[src/rtl/ram_write_buffer.sv]
// ram_write_buffer: posted-write FIFO between the RAM cache and a single-port
// synchronous RAM. Cache write-throughs are queued and drained to RAM in
// cycles without a read; reads that hit a queued address are forwarded from
// the buffer so RAM ordering is never violated.
// Build option: define WB_COALESCE_EN to merge a write into an existing entry
// with the same address instead of taking a new slot.

module ram_write_buffer #(
  parameter int DATA_WIDTH         = 16,
  parameter int RAM_REGISTER_COUNT = 1024,
  parameter int DEPTH              = 4,
  localparam int AW                = $clog2(RAM_REGISTER_COUNT),
  localparam int PW                = $clog2(DEPTH),
  localparam int CW                = PW + 1
) (
  input  logic                  clk,
  input  logic                  resetN,
  input  logic [DATA_WIDTH-1:0] up_out_m,
  input  logic                  up_write_m,
  input  logic                  up_read_m,
  input  logic [AW-1:0]         up_data_addr,
  output logic [DATA_WIDTH-1:0] up_in_m,
  output logic                  up_stall,
  input  logic [DATA_WIDTH-1:0] ram_in_m,
  output logic [DATA_WIDTH-1:0] ram_out_m,
  output logic                  ram_write_m,
  output logic [AW-1:0]         ram_data_addr,
  output logic                  wb_empty,
  output logic [CW-1:0]         wb_count
);

  typedef logic [PW-1:0] ptr_t;

  // FIFO storage; contents are don't-care after reset
  logic [AW-1:0]         addr_mem_q [DEPTH];
  logic [DATA_WIDTH-1:0] data_mem_q [DEPTH];

  ptr_t          head_q, head_d;
  ptr_t          tail_q, tail_d;
  logic [CW-1:0] count_q, count_d;
  logic          empty_q;

  logic full_s;
  logic drain_s;
  logic enq_s;
  logic coal_s;
  logic fwd_hit_s;
  ptr_t fwd_idx_s;

  // Youngest-match search across valid entries, oldest to youngest
  always_comb begin
    ptr_t slot_v;
    slot_v    = head_q;
    fwd_hit_s = 1'b0;
    fwd_idx_s = head_q;
    for (int k = 0; k < DEPTH; k++) begin
      slot_v = head_q + PW'(k);
      if ((CW'(k) < count_q) && (addr_mem_q[slot_v] == up_data_addr)) begin
        fwd_hit_s = 1'b1;
        fwd_idx_s = slot_v;
      end else begin
        fwd_hit_s = fwd_hit_s;
      end
    end
  end

  // Accept/drain decisions and next-state pointer arithmetic
  always_comb begin
    full_s  = (count_q == CW'(DEPTH));
    // the RAM port belongs to the read whenever one is requested
    drain_s = !up_read_m && (count_q != {CW{1'b0}});
`ifdef WB_COALESCE_EN
    // merging into the head being drained this cycle would lose the write
    coal_s  = up_write_m && fwd_hit_s && !(drain_s && (fwd_idx_s == head_q));
`else
    coal_s  = 1'b0;
`endif
    // full is judged on the current count, so a drain frees space next cycle
    enq_s    = up_write_m && !coal_s && !full_s;
    up_stall = up_write_m && !coal_s && full_s;

    head_d = drain_s ? (head_q + PW'(1)) : head_q;
    tail_d = enq_s   ? (tail_q + PW'(1)) : tail_q;

    if (enq_s && !drain_s) begin
      count_d = count_q + CW'(1);
    end else if (drain_s && !enq_s) begin
      count_d = count_q - CW'(1);
    end else begin
      count_d = count_q;
    end
  end

  // RAM port steering and read-data forwarding
  always_comb begin
    if (drain_s) begin
      ram_write_m   = 1'b1;
      ram_data_addr = addr_mem_q[head_q];
      ram_out_m     = data_mem_q[head_q];
    end else begin
      ram_write_m   = 1'b0;
      ram_data_addr = up_data_addr;
      ram_out_m     = {DATA_WIDTH{1'b0}};
    end

    // a write in the same cycle is the youngest value for this address
    if (up_write_m && up_read_m) begin
      up_in_m = up_out_m;
    end else if (fwd_hit_s) begin
      up_in_m = data_mem_q[fwd_idx_s];
    end else begin
      up_in_m = ram_in_m;
    end
  end

  // Pointer, occupancy and status registers
  always_ff @(posedge clk or negedge resetN) begin
    if (!resetN) begin
      head_q  <= {PW{1'b0}};
      tail_q  <= {PW{1'b0}};
      count_q <= {CW{1'b0}};
      empty_q <= 1'b1;
    end else begin
      head_q  <= head_d;
      tail_q  <= tail_d;
      count_q <= count_d;
      empty_q <= (count_d == {CW{1'b0}});
    end
  end

  // Entry storage: fill the tail on enqueue, patch data on a coalescing hit
  always_ff @(posedge clk) begin
    if (enq_s) begin
      addr_mem_q[tail_q] <= up_data_addr;
      data_mem_q[tail_q] <= up_out_m;
    end else if (coal_s) begin
      data_mem_q[fwd_idx_s] <= up_out_m;
    end
  end

  assign wb_empty = empty_q;
  assign wb_count = count_q;

endmodule

[config.mk]
export PLATFORM = sky130hd
export DESIGN_NAME = ram_write_buffer
export DESIGN_NICKNAME = d
export VERILOG_FILES = /design/src/rtl/ram_write_buffer.sv
export SDC_FILE = /design/constraint.sdc
export NUM_CORES = 1
export LEC_CHECK = 0
export ABC_AREA = 1
export ABC_CLOCK_PERIOD_IN_PS = 4100
export BUFFER_PORTS_ARGS = -buffer_cell sky130_fd_sc_hd__buf_2
export CELL_PAD_IN_SITES_DETAIL_PLACEMENT = 1
export CELL_PAD_IN_SITES_GLOBAL_PLACEMENT = 1
export CORE_MARGIN = 5
export CORE_UTILIZATION = 43
export CTS_CLUSTER_SIZE = 24
export DETAILED_ROUTE_END_ITERATION = 12
export PLACE_DENSITY_LB_ADDON = 0.1
export SLEW_MARGIN = 20
export SYNTH_ARGS = -nofsm -noshare
export SYNTH_HDL_FRONTEND = slang
export SYNTH_SLANG_ARGS = --single-unit
[constraint.sdc]
create_clock -name clk -period 4.1 [get_ports clk]
set_clock_uncertainty 0.2 [all_clocks]
set_input_delay 0.205 -clock clk [delete_from_list [all_inputs] [get_ports clk]]
set_output_delay 0.205 -clock clk [all_outputs]
set_load 0.02 [all_outputs]
**Word level (Yosys, flattened, before mapping)**

Memories as Yosys holds them, arrays and structs flattened.
Index checks and enable logic that the tools add are counted.

- Shift operators: 0
- Div/mod/pow operators: 0
- Bitwise gates (word level): 0
- Equal/unequal tests: 5
- Reduce and logical (&&, ||, !) cells: 16
- $add $sub $neg: 6
- Mux-type cells: 16
- Order comparisons: 4
- Multiply operators: 0

Operators with widths:

| kind | number |
|---|---|
| 2-to-1 mux 16 bit | 3 |
| equality test 10 bit | 4 |
| logical AND 1 bit | 10 |
| 2-to-1 mux 10 bit | 1 |
| 2-to-1 mux 1 bit | 7 |
| less-than comparator 1 x 3 -> 1 bit, first input constant | 2 |
| less-than comparator 2 x 3 -> 1 bit, first input constant | 2 |
| 2-to-1 mux 2 bit | 3 |
| 2-to-1 mux 3 bit | 2 |
| adder 2 x 1 -> 2 bit, second input constant | 2 |
| adder 2 bit, second input constant | 2 |
| logical NOT 1 bit | 4 |
| adder 3 x 1 -> 3 bit, second input constant | 1 |
| equality test 3 bit, second input constant | 1 |
| logical NOT 3 bit | 1 |
| nonzero test 3 bit | 1 |
| subtractor 3 x 1 -> 3 bit, second input constant | 1 |

- Output and inout bits: 48
- Memory bits (writable): 104
- Memories: 2
- Word-level logic and storage cells: 53
- ROM bits: 0
- Flip-flop bits (word level): 8
- Bits of input ports: 46
- Latch bits: 0

Memories:

| memory | words | width | rd ports | clocked after Yosys merged registers in | wr ports | RTL line | source |
|---|---|---|---|---|---|---|---|
| data_mem_q | 4 | 16 | 2 | 0 | 1 | 36 | `logic [DATA_WIDTH-1:0] data_mem_q [DEPTH];` |
| addr_mem_q | 4 | 10 | 4 | 0 | 1 | 35 | `logic [AW-1:0] addr_mem_q [DEPTH];` |

**Longest topological paths before layout**

Gate-level depths: netlist (run 1).
An unclocked memory read counts as a cell.

- Depth after elaboration: 10
- Gate-level depth with buffers: 21

**Least setup slack after synthesis (run 1)**

OpenSTA, ideal clock, no wires.

- Kind: register to register
- Start point: register count_q[0] (netlist: wb_count[0])
- End point: memory addr_mem_q[0][0] (netlist bit) (enable)
- Arrival: 2.432 ns
- Library setup time: 0.409 ns
- Setup slack: 1.059 ns
- Period minus slack after synthesis: 3.041 ns
- Cell stages (with the launch flop): 6
- Cell sequence: dfrtp_1 inv_1 ha_1 a21oi_1 inv_1 nor2_1

- Longest elaborated chain between the ends: 5

Ends and longest elaborated chain:

| item | RTL line | source |
|---|---|---|
| start, declared | 40 | `logic [CW-1:0] count_q, count_d;` |
| start signal, assigned | 121 | `count_q <= {CW{1'b0}};` |
| start signal, assigned | 126 | `count_q <= count_d;` |
| equality test 3 bit | 69 | `full_s = (count_q == CW'(DEPTH));` |
| logical NOT 1 bit | 79 | `enq_s = up_write_m && !coal_s && !full_s;` |
| logical AND 1 bit | 79 |  |
| 2-to-1 mux 1 bit | 133 | `if (enq_s) begin` |
| 2-to-1 mux 1 bit (not written as such) | 134 | `addr_mem_q[tail_q] <= up_data_addr;` |
| end, declared | 35 |  |

No other way between the ends.

**Final worst setup path (run 1)**

- Start point: register head_q[0]
- End point: output port up_in_m[5]

- Longest elaborated chain between the ends: 10

Ends and longest elaborated chain:

| item | RTL line | source |
|---|---|---|
| start, declared | 38 | `ptr_t head_q, head_d;` |
| start signal, assigned | 119 | `head_q <= {PW{1'b0}};` |
| adder 2 x 1 -> 2 bit | 57 | `slot_v = head_q + PW'(k);` |
| memory (4 x 10 bit) | n/a |  |
| equality test 10 bit | 58 | `if ((CW'(k) < count_q) && (addr_mem_q[slot_v] == up_data_addr)) begin` |
| logical AND 1 bit | 58 |  |
| 2-to-1 mux 2 bit (3 in a row) | 58 |  |
| memory (4 x 16 bit) | n/a |  |
| 2-to-1 mux 16 bit (*) | 109 | `end else if (fwd_hit_s) begin` |
| 2-to-1 mux 16 bit (*) | 107 | `if (up_write_m && up_read_m) begin` |
| end, declared | 22 | `output logic [DATA_WIDTH-1:0] up_in_m,` |

Every way passes the cells marked *; elsewhere a longest branch is shown, timed or not.

==> flow_metrics.env, run 1 <==
export IMPL_numClockSinks=112
export IMPL_vias=7175
export IMPL_cts_buffers_inserted=9
export IMPL_slew_viol_final=0
export IMPL_post_dp_cell_area_um2=7990
export IMPL_synth_area_um2=7270
export IMPL_relSlewSlack_pct=47.8
export IMPL_async_reset_ff_share_pct=7.14
export IMPL_clockBufferDepth=2
export IMPL_final_area_um2=8570
export IMPL_start_kind="register"
export IMPL_ys_seq_area_share_pct=45.7
export IMPL_path_delay_family="simple AND/OR/NAND/NOR gates"
export IMPL_power_total_mw=6.21
export IMPL_powerDensity_nw_per_um2=724
export IMPL_antenna_found_initial=0
export IMPL_outcome="finished, final reports clean"
export IMPL_ios=94
export IMPL_dp_hpwl_mm=17.2
export IMPL_cp_max_fo=27
export IMPL_yosys_top_cells_area="edfxtp_1 43%, nand2_1 19%, nand3_1 10%"
export IMPL_maxCapViolations=0
export IMPL_dr_pass1_iters=4
export IMPL_holdWs_ns=0.00560
export IMPL_fmax_mhz=265
export IMPL_fill_cells=2156
export IMPL_io_buffers=93
export IMPL_synth_edf_count=104
export IMPL_drc_errors=0
export IMPL_gp_congestion=0.894
export IMPL_clk_transition_reported_paths_ns=0.08
export IMPL_cp_end_kind="output pin"
export IMPL_post_route_period_util_pct=92.1
export IMPL_first_iter_violations=537
export IMPL_final_nets=1153
export IMPL_grt_overflow_total=0
export IMPL_cts_tree="built"
export IMPL_grt_max_degree=36
export IMPL_die_x_um=140
export IMPL_n_antenna_cell=0
export IMPL_slowest_stage="dfrtp_1"
export IMPL_cts_max_level=3
export IMPL_grt_pass1_wl_mm=38.5
export IMPL_hold_violations=0
export IMPL_grt_pass1_vias=7249
export IMPL_ys_types=29
export IMPL_drtAntennaViolNets=0
export IMPL_synth_cells=994
export IMPL_synth_nets=1048
export IMPL_max_stage_delay_ns=0.44
export IMPL_area_delta_synth_final_pct=17.9
export IMPL_avgSynthCellArea_um2=7.31
export IMPL_criticalPathCategory="register to output pin"
export IMPL_setup_violations=0
export IMPL_insertion_delay_ns=0.36
export IMPL_synth_common_cells="372 x nand2_1, 145 x nand3_1, 104 x edfxtp_1"
export IMPL_dieArea_um2=19600
export IMPL_vdd_drop_max_mv=0.448
export IMPL_routed_wirelength_mm=24.0
export IMPL_ys_ff_latch=112
export IMPL_track_usage_pct=24.6
export IMPL_hold_class="input pin to register"
export IMPL_crit_chain="inv_4 -> buf_6 -> nand2_1 -> nand2_1 -> nand2_1 -> nand3_1 -> nand2_1 -> inv_1 -> nand2_1 -> nor2_1 -> nand3_1 -> nand3_1 -> nand3_2 -> nand2_8 -> inv_2 -> nand2_1 -> nand3_1 -> a21oi_1 -> buf_2"
export IMPL_initial_core_util_pct=43.8
export IMPL_root_buffer="clkbuf_16"
export IMPL_wl_per_cell_um=18.2
export IMPL_synth_most_common_cell="nand2_1"
export IMPL_cpMostUsedCell="nand2_1"
export IMPL_synth_warnings=0
export IMPL_die_y_um=140
export IMPL_crit_buf_inv=5
export IMPL_vias_per_cell=5.42
export IMPL_required_ns=3.69
export IMPL_core_um2=16600
export IMPL_p_leak_nw=4.11
export IMPL_drive_above_1_share_pct=13.3
export IMPL_synth_top_area_cell="edfxtp_1"
export IMPL_yosysTopAreaCellShare_pct=43.0
export IMPL_worst_pin_slew_ns=0.781
export IMPL_worst_ep_arrival_time_ns=3.37
export IMPL_layout_min_cycle_time_ns=3.78
export IMPL_fp_row_count=47
export IMPL_ys_flop_type="edfxtp_1"
==> where the power goes <==
part | internal [mW] | switching, mW | total [mW]
Combinational | 1.10 | 2.55 | 3.65
Sequential | 1.52 | 0.124 | 1.64
Clock | 0.480 | 0.435 | 0.915
Total | 3.10 | 3.11 | 6.21
==> worst paths after layout <==
check / startpoint / to / slack, ns / cells after the start
max: head_q[0]$_DFFE_PN0P_ / up_in_m[5] / 0.32 / 19
min: up_data_addr[6] / addr_mem_q[1][6]$_DFFE_PP_ / 0.006 / 1
max reg2reg: wb_count[0]$_DFF_PN0_ / wb_empty$_DFF_PN1_ / 1.22 / 9
min reg2reg: tail_q[0]$_DFFE_PN0P_ / tail_q[0]$_DFFE_PN0P_ / 0.39 / 1
max in group asynchronous: resetN / wb_empty$_DFF_PN1_ / 3.41 / 2
min in group asynchronous: resetN / head_q[0]$_DFFE_PN0P_ / 0.03 / 2
==> cell families after synthesis <==
| family | share of synthesized area [%] |
|---|---|
| XOR/XNOR | 0.723 |
| AND/OR/NAND/NOR | 36.3 |
| adder cells (fa/ha/maj) | 1.38 |
| flip-flops | 45.7 |
| buffers and inverters | 8.83 |
| AO/OA/AOI/OAI | 7.06 |
==> registers in the layout, indices dropped and copies added (netlist names) <==
| name | flops |
|---|---|
| addr_mem_q | 40 |
| head_q | 2 |
| data_mem_q | 64 |
| tail_q | 2 |
| wb_count | 3 |
| wb_empty | 1 |
==> layout make-up <==
type | instances | area, um2 | share of cell area [%]
Inverter | 106 | 400 | 4.67
Timing Repair Buffer | 136 | 923 | 10.8
Clock inverter | 7 | 77.6 | 0.905
Clock buffer | 9 | 225 | 2.63
Sequential cell | 112 | 3320 | 38.8
Tap cell | 220 | 275 | 3.21
Multi-Input combinational cell | 734 | 3350 | 39.0
==> timing repair <==
action                                 CTS  global route
buffers inserted                         0             0
resized for setup                        1            10
endpoints found under the hold margin   96             0
hold buffers                            23             0
setup endpoints to repair                1            16
gates cloned                             0             0
==> routing by layer <==
metal	up-vias	global-route usage (%)	wire [um]
li1	3481	-	-
met1	3469	34.4	11200
met2	198	40.7	11300
met3	27	2.76	1120
met4	0	6.83	338
met5	-	0	0
==> stage by stage <==
step,util [%],instances,worst slack (ns),setup TNS (ns)
floorplan,-,994,1.06,0
global placement,48.2,1285,0.446,0
detailed placement,48.2,1285,0.419,0
CTS,51.4,1324,0.0653,0
global route,51.7,1324,-0.00259,-0.00259
finish,51.7,1324,0.323,0
==> cell usage in the layout (no fill, tap or decap), drive strengths merged <==
master / Yosys / final
buf: 31 / 113
edfxtp: 104 / 104
o21ai: 23 / 23
a21oi: 23 / 23
nor4: 1 / 1
dfstp: 1 / 1
inv: 106 / 108
nand3: 148 / 148
clkinv: 0 / 4
o2111ai: 2 / 2
ha: 8 / 8
a31oi: 1 / 1
bufinv: 0 / 1
dlygate4sd3: 0 / 23
xor2: 6 / 6
a221oi: 16 / 16
o22ai: 19 / 19
dfrtp: 7 / 7
nor2: 98 / 98
nor3: 5 / 5
nand2: 378 / 378
clkbuf: 11 / 9
nand4: 6 / 6
No activity file was read; power rests on OpenSTA's default activity.
==> run 2: changes to the inputs <==
--- a/config.mk
+++ b/config.mk
@@ -7,7 +7,7 @@
 export LEC_CHECK = 0
 export ABC_AREA = 1
 export ABC_CLOCK_PERIOD_IN_PS = 4100
-export BUFFER_PORTS_ARGS = -buffer_cell sky130_fd_sc_hd__buf_2
+export BUFFER_PORTS_ARGS = -buffer_cell sky130_fd_sc_hd__buf_4
 export CELL_PAD_IN_SITES_DETAIL_PLACEMENT = 1
 export CELL_PAD_IN_SITES_GLOBAL_PLACEMENT = 1
 export CORE_MARGIN = 5
==> run 2 against run 1 <==
Compared with the run above: global-route usage is 0.18 points lower; die area unchanged; register-to-register slack better by 0.22 ns; non-clock buffer count rose by 7; total power grew 0.44%; clock power decreased by 7.3%; hold slack improved by 0.023 ns; design area up 2.4%; utilization rose by 1.3 points; sequential power about the same; largest cell class unchanged.
==> flow_metrics.env, run 2 (synthesis results as in run 1) <==
export IMPL_required_ns=3.69
export IMPL_holdWs_ns=0.0286
export IMPL_antenna_found_initial=0
export IMPL_power_total_mw=6.23
export IMPL_root_buffer="clkbuf_16"
export IMPL_vdd_drop_max_mv=0.365
export IMPL_p_leak_nw=4.18
export IMPL_fp_row_count=47
export IMPL_io_buffers=93
export IMPL_area_delta_synth_final_pct=20.8
export IMPL_initial_core_util_pct=43.8
export IMPL_worst_pin_slew_ns=0.710
export IMPL_layout_min_cycle_time_ns=3.88
export IMPL_post_dp_cell_area_um2=8200
export IMPL_fmax_mhz=258
export IMPL_track_usage_pct=24.4
export IMPL_numClockSinks=112
export IMPL_grt_pass1_vias=7311
export IMPL_routed_wirelength_mm=24.3
export IMPL_maxCapViolations=0
export IMPL_vias=7215
export IMPL_ios=94
export IMPL_grt_max_degree=33
export IMPL_drtAntennaViolNets=0
export IMPL_regMostFlops="data_mem_q"
export IMPL_powerDensity_nw_per_um2=710
export IMPL_layout_common_cells="372 x nand2_1, 145 x nand3_1, 111 x buf_4"
export IMPL_clockBufferDepth=2
export IMPL_hold_class="input pin to register"
export IMPL_dieArea_um2=19600
export IMPL_dr_pass1_iters=5
export IMPL_dp_hpwl_mm=16.8
export IMPL_post_route_period_util_pct=94.6
export IMPL_gp_congestion=0.929
export IMPL_cts_buffers_inserted=9
export IMPL_slew_viol_final=0
export IMPL_wl_met2_mm=11.8
export IMPL_rsz0062_at_grt="false"
export IMPL_first_iter_violations=347
export IMPL_worst_ep_arrival_time_ns=3.48
export IMPL_core_um2=16600
export IMPL_fill_cells=2124
export IMPL_grt_pass1_wl_mm=38.3
export IMPL_seqCellArea_um2=3320
export IMPL_vias_per_cell=5.42
export IMPL_cts_max_level=3
export IMPL_fin_tns_setup_ns=0
export IMPL_start_kind="register"
export IMPL_outcome="finished, final reports clean"
export IMPL_fin_ws_ns=0.220
export IMPL_n_antenna_cell=0
export IMPL_wl_per_cell_um=18.3
export IMPL_wl_met3_mm=1.01
export IMPL_criticalPathCategory="register to output pin"
export IMPL_cts_setup_buffers=0
export IMPL_final_common_cell="nand2_1"
export IMPL_dp_slack_ns=0.535
export IMPL_cp_end_kind="output pin"
export IMPL_die_x_um=140
export IMPL_top_layer="met4"
export IMPL_setup_violations=0
export IMPL_cp_max_fo=32
export IMPL_clk_transition_reported_paths_ns=0.07
export IMPL_grt_overflow_total=0
export IMPL_final_area_um2=8780
export IMPL_cts_tree="built"
export IMPL_insertion_delay_ns=0.36
export IMPL_wl_met1_mm=11.1
export IMPL_final_nets=1160
export IMPL_largest_reg_flops=64
export IMPL_drc_errors=0
export IMPL_relSlewSlack_pct=52.6
export IMPL_multi_input_area_um2=3330
export IMPL_die_y_um=140
export IMPL_drive_above_1_share_pct=13.2
export IMPL_hold_violations=0
## run 2: cell count changes in the layout (fill, tap and decap cells not counted), moves of 3 or more
| cell | change |
|---|---|
| buf_4 | +99 |
| dlygate4sd3_1 | +5 |
| buf_12 | -3 |
| buf_2 | -93 |
## run 2: path summary, 6_finish.rpt
| path | cells after the start | slack [ns] | endpoint | start |
|---|---|---|---|---|
| max in group asynchronous | 3 | 2.77 | head_q[0]$_DFFE_PN0P_ | resetN |
| min | 3 | 0.03 | head_q[0]$_DFFE_PN0P_ | up_read_m |
| min in group asynchronous | 2 | 0.11 | wb_empty$_DFF_PN1_ | resetN |
| min reg2reg | 1 | 0.35 | tail_q[0]$_DFFE_PN0P_ | tail_q[0]$_DFFE_PN0P_ |
| max reg2reg | 6 | 1.44 | addr_mem_q[3][5]$_DFFE_PP_ | wb_count[0]$_DFF_PN0_ |
| max | 13 | 0.22 | up_in_m[10] | head_q[0]$_DFFE_PN0P_ |
## run 2: layer usage
layer	up-vias	global-route usage (%)
met5	-	0
met4	0	7.19
met3	23	3.10
met2	173	41.5
met1	3528	32.7
li1	3491	-
## run 2: power breakdown
part           internal, mW  leakage [nW]  total (mW)  switching, mW
registers              1.52          1.04        1.65          0.131
logic                  1.18          3.00        3.73           2.55
clock network         0.416         0.134       0.848          0.432
## run 2: stage by stage
stage / cells / utilization [%]
2_1_floorplan: 994 / -
3_3_place_gp: 1287 / 49.4
3_5_place_dp: 1287 / 49.4
4_1_cts: 1331 / 52.8
5_1_grt: 1331 / 53.0
6_report: 1331 / 53.0
## run 2: critical path, stage by stage (launching register included)
cell,delay (ns)
dfrtp_1,0.44
buf_4,0.35
nand2_1,0.12
nand3_1,0.10
o21ai_0,0.13
inv_1,0.11
nor2_1,0.05
nor4_1,0.57
nand3_1,0.19
nand4_1,0.14
buf_4,0.39
nand3_1,0.13
a21oi_1,0.19
buf_4,0.18
## run 2: cell type report
class | instances | share of cell area [%]
repair buffers | 143 | 13.4
inverters | 106 | 4.59
multi-input cells | 734 | 38.0
clock inverters | 6 | 0.470
flip-flops and latches | 112 | 37.9
well taps | 220 | 3.13
clock buffers | 10 | 2.61
## run 2: what timing repair did
item,4_1_cts,5_1_grt
hold buffers,28,0
gates resized for setup,0,9
endpoints found under the setup margin,0,16
hold endpoints to repair,112,0
==> run 3: changes to the inputs <==
==> constraint.sdc (replaced) <==
create_clock -name clk -period 4.1 [get_ports clk]
set_clock_uncertainty 0.2 [all_clocks]
set_input_delay 0.205 -clock clk [delete_from_list [all_inputs] [get_ports clk]]
set_output_delay 0.205 -clock clk [all_outputs]
set_load 0.005 [all_outputs]
==> run 3 against run 2 <==
Compared with the run above: global-route usage is 0.072 points higher; count of clock-buffer cells in the layout stayed put; fmax is 2.2% higher; combinational power is 5% lower; sequential share of layout area is 0.17 points lower; critical path type unchanged; highest routed layer unchanged.
==> flow_metrics.env, run 3 (synthesis results as in run 1) <==
export IMPL_finalCoreUtilization_pct=53.2
export IMPL_io_buffers=93
export IMPL_gp_congestion=0.983
export IMPL_slew_viol_final=0
export IMPL_grt_overflow_total=0
export IMPL_fill_cells=2133
export IMPL_grt_max_degree=45
export IMPL_root_buffer="clkbuf_16"
export IMPL_r2r_slack_ns=1.15
export IMPL_ios=94
export IMPL_dieArea_um2=19600
export IMPL_largest_reg_flops=64
export IMPL_clk_transition_reported_paths_ns=0.07
export IMPL_post_route_period_util_pct=92.6
export IMPL_outcome="finished, final reports clean"
export IMPL_powerDensity_nw_per_um2=688
export IMPL_regMostFlops="data_mem_q"
export IMPL_fp_row_count=47
export IMPL_wl_met2_mm=11.7
export IMPL_vias_per_cell=5.37
export IMPL_rsz0062_at_grt="false"
export IMPL_dp_cells=1284
export IMPL_cpMostUsedCell="nand2_1"
export IMPL_die_x_um=140
export IMPL_worst_ep_arrival_time_ns=3.39
export IMPL_numClockSinks=112
export IMPL_start_kind="register"
export IMPL_criticalPathCategory="register to output pin"
export IMPL_grt_pass1_vias=7354
export IMPL_drtAntennaViolNets=0
export IMPL_multi_input_area_um2=3330
export IMPL_cts_setup_buffers=0
export IMPL_fin_cells=1328
export IMPL_crit_chain="buf_4 -> nand2_2 -> nand2_4 -> nand2_1 -> nand2_1 -> nand2_1 -> nand2_1 -> nand2_1 -> nor2_1 -> nand3_1 -> nand3_1 -> nand3_2 -> nand2_4 -> inv_2 -> nand2_1 -> nand3_1 -> a21oi_1 -> buf_4"
export IMPL_cp_end_kind="output pin"
export IMPL_top_layer="met4"
export IMPL_antenna_found_initial=0
export IMPL_relSlewSlack_pct=46.7
export IMPL_insertion_delay_ns=0.36
export IMPL_final_nets=1157
export IMPL_dr_pass1_iters=5
export IMPL_track_usage_pct=24.5
export IMPL_cts_tree="built"
export IMPL_final_common_cell="nand2_1"
export IMPL_wl_met1_mm=11.0
export IMPL_wl_per_cell_um=18.0
export IMPL_maxCapViolations=0
export IMPL_worst_pin_slew_ns=0.798
export IMPL_first_iter_violations=373
export IMPL_cp_max_fo=25
export IMPL_wl_met3_um=882
export IMPL_cts_max_level=3
export IMPL_required_ns=3.69
export IMPL_layout_common_cells="372 x nand2_1, 145 x nand3_1, 105 x buf_4"
export IMPL_vdd_drop_max_mv=0.410
export IMPL_area_delta_synth_final_pct=21.3
export IMPL_drive_above_1_share_pct=13.2
export IMPL_layout_min_cycle_time_ns=3.80
export IMPL_hold_violations=0
export IMPL_routed_wirelength_mm=24.0
export IMPL_core_um2=16600
export IMPL_slowest_stage="dfrtp_1"
export IMPL_hold_class="input pin to register"
export IMPL_grt_pass1_wl_mm=38.5
export IMPL_fin_tns_setup_ns=0
export IMPL_die_y_um=140
export IMPL_clockBufferDepth=2
export IMPL_fmax_mhz=263
export IMPL_cts_buffers_inserted=9
export IMPL_n_antenna_cell=0
export IMPL_setup_violations=0
export IMPL_holdWs_ns=0.0421
export IMPL_max_stage_delay_ns=0.42
export IMPL_initial_core_util_pct=43.8
export IMPL_vias=7126
export IMPL_p_leak_nw=4.19
export IMPL_seqCellArea_um2=3320
export IMPL_dp_hpwl_mm=16.7
export IMPL_drc_errors=0
-- run 3: stage by stage --
stage	total power [mW]	setup WS (ns)	area (um2)
2_1_floorplan	3.99	1.18	7270
3_3_place_gp	5.07	0.618	8230
3_5_place_dp	5.16	0.521	8230
4_1_cts	6.07	0.121	8800
5_1_grt	6.59	0.00853	8820
6_report	6.07	0.304	8820
-- run 3: what timing repair did --
item,in CTS,in global routing
resized for setup,0,4
endpoints found under the hold margin,112,0
hold buffers,28,0
endpoints found under the setup margin,0,16
-- run 3: layout make-up --
class	instances	area share (%)
Clock buffer	10	2.60
Clock inverter	6	0.709
Inverter	106	4.51
Multi-Input combinational cell	734	37.8
Sequential cell	112	37.7
Tap cell	220	3.12
Timing Repair Buffer	140	13.6
-- run 3: final timing paths --
| check | start | end | cells past startpoint |
|---|---|---|---|
| max in group asynchronous | resetN | wb_count[2]$_DFF_PN0_ | 3 |
| worst min-delay path | up_read_m | head_q[1]$_DFFE_PN0P_ | 4 |
| worst max register to register | wb_count[0]$_DFF_PN0_ | wb_empty$_DFF_PN1_ | 9 |
| worst min register to register | tail_q[0]$_DFFE_PN0P_ | tail_q[0]$_DFFE_PN0P_ | 1 |
| worst max-delay path | head_q[1]$_DFFE_PN0P_ | up_in_m[8] | 18 |
| min in group asynchronous | resetN | wb_empty$_DFF_PN1_ | 2 |
-- run 3: where the power goes --
group / leakage [nW] / internal, mW / switching, mW
registers: 1.04 / 1.52 / 0.131
clock network: 0.142 / 0.428 / 0.439
logic: 3.00 / 1.19 / 2.36
-- run 3: worst max-delay path, delay by kind of cell (launching register included) --
kind / cells / cell delay, ns
simple gates: 14 / 1.78
buf+inv: 3 / 0.62
flops: 1 / 0.42
compound gates: 1 / 0.19
-- run 3: per-layer routing --
layer,global-route usage (%),vias to the layer above
met5,0,-
met4,6.32,0
met3,2.62,31
met2,41.9,158
met1,33.3,3450
li1,-,3487
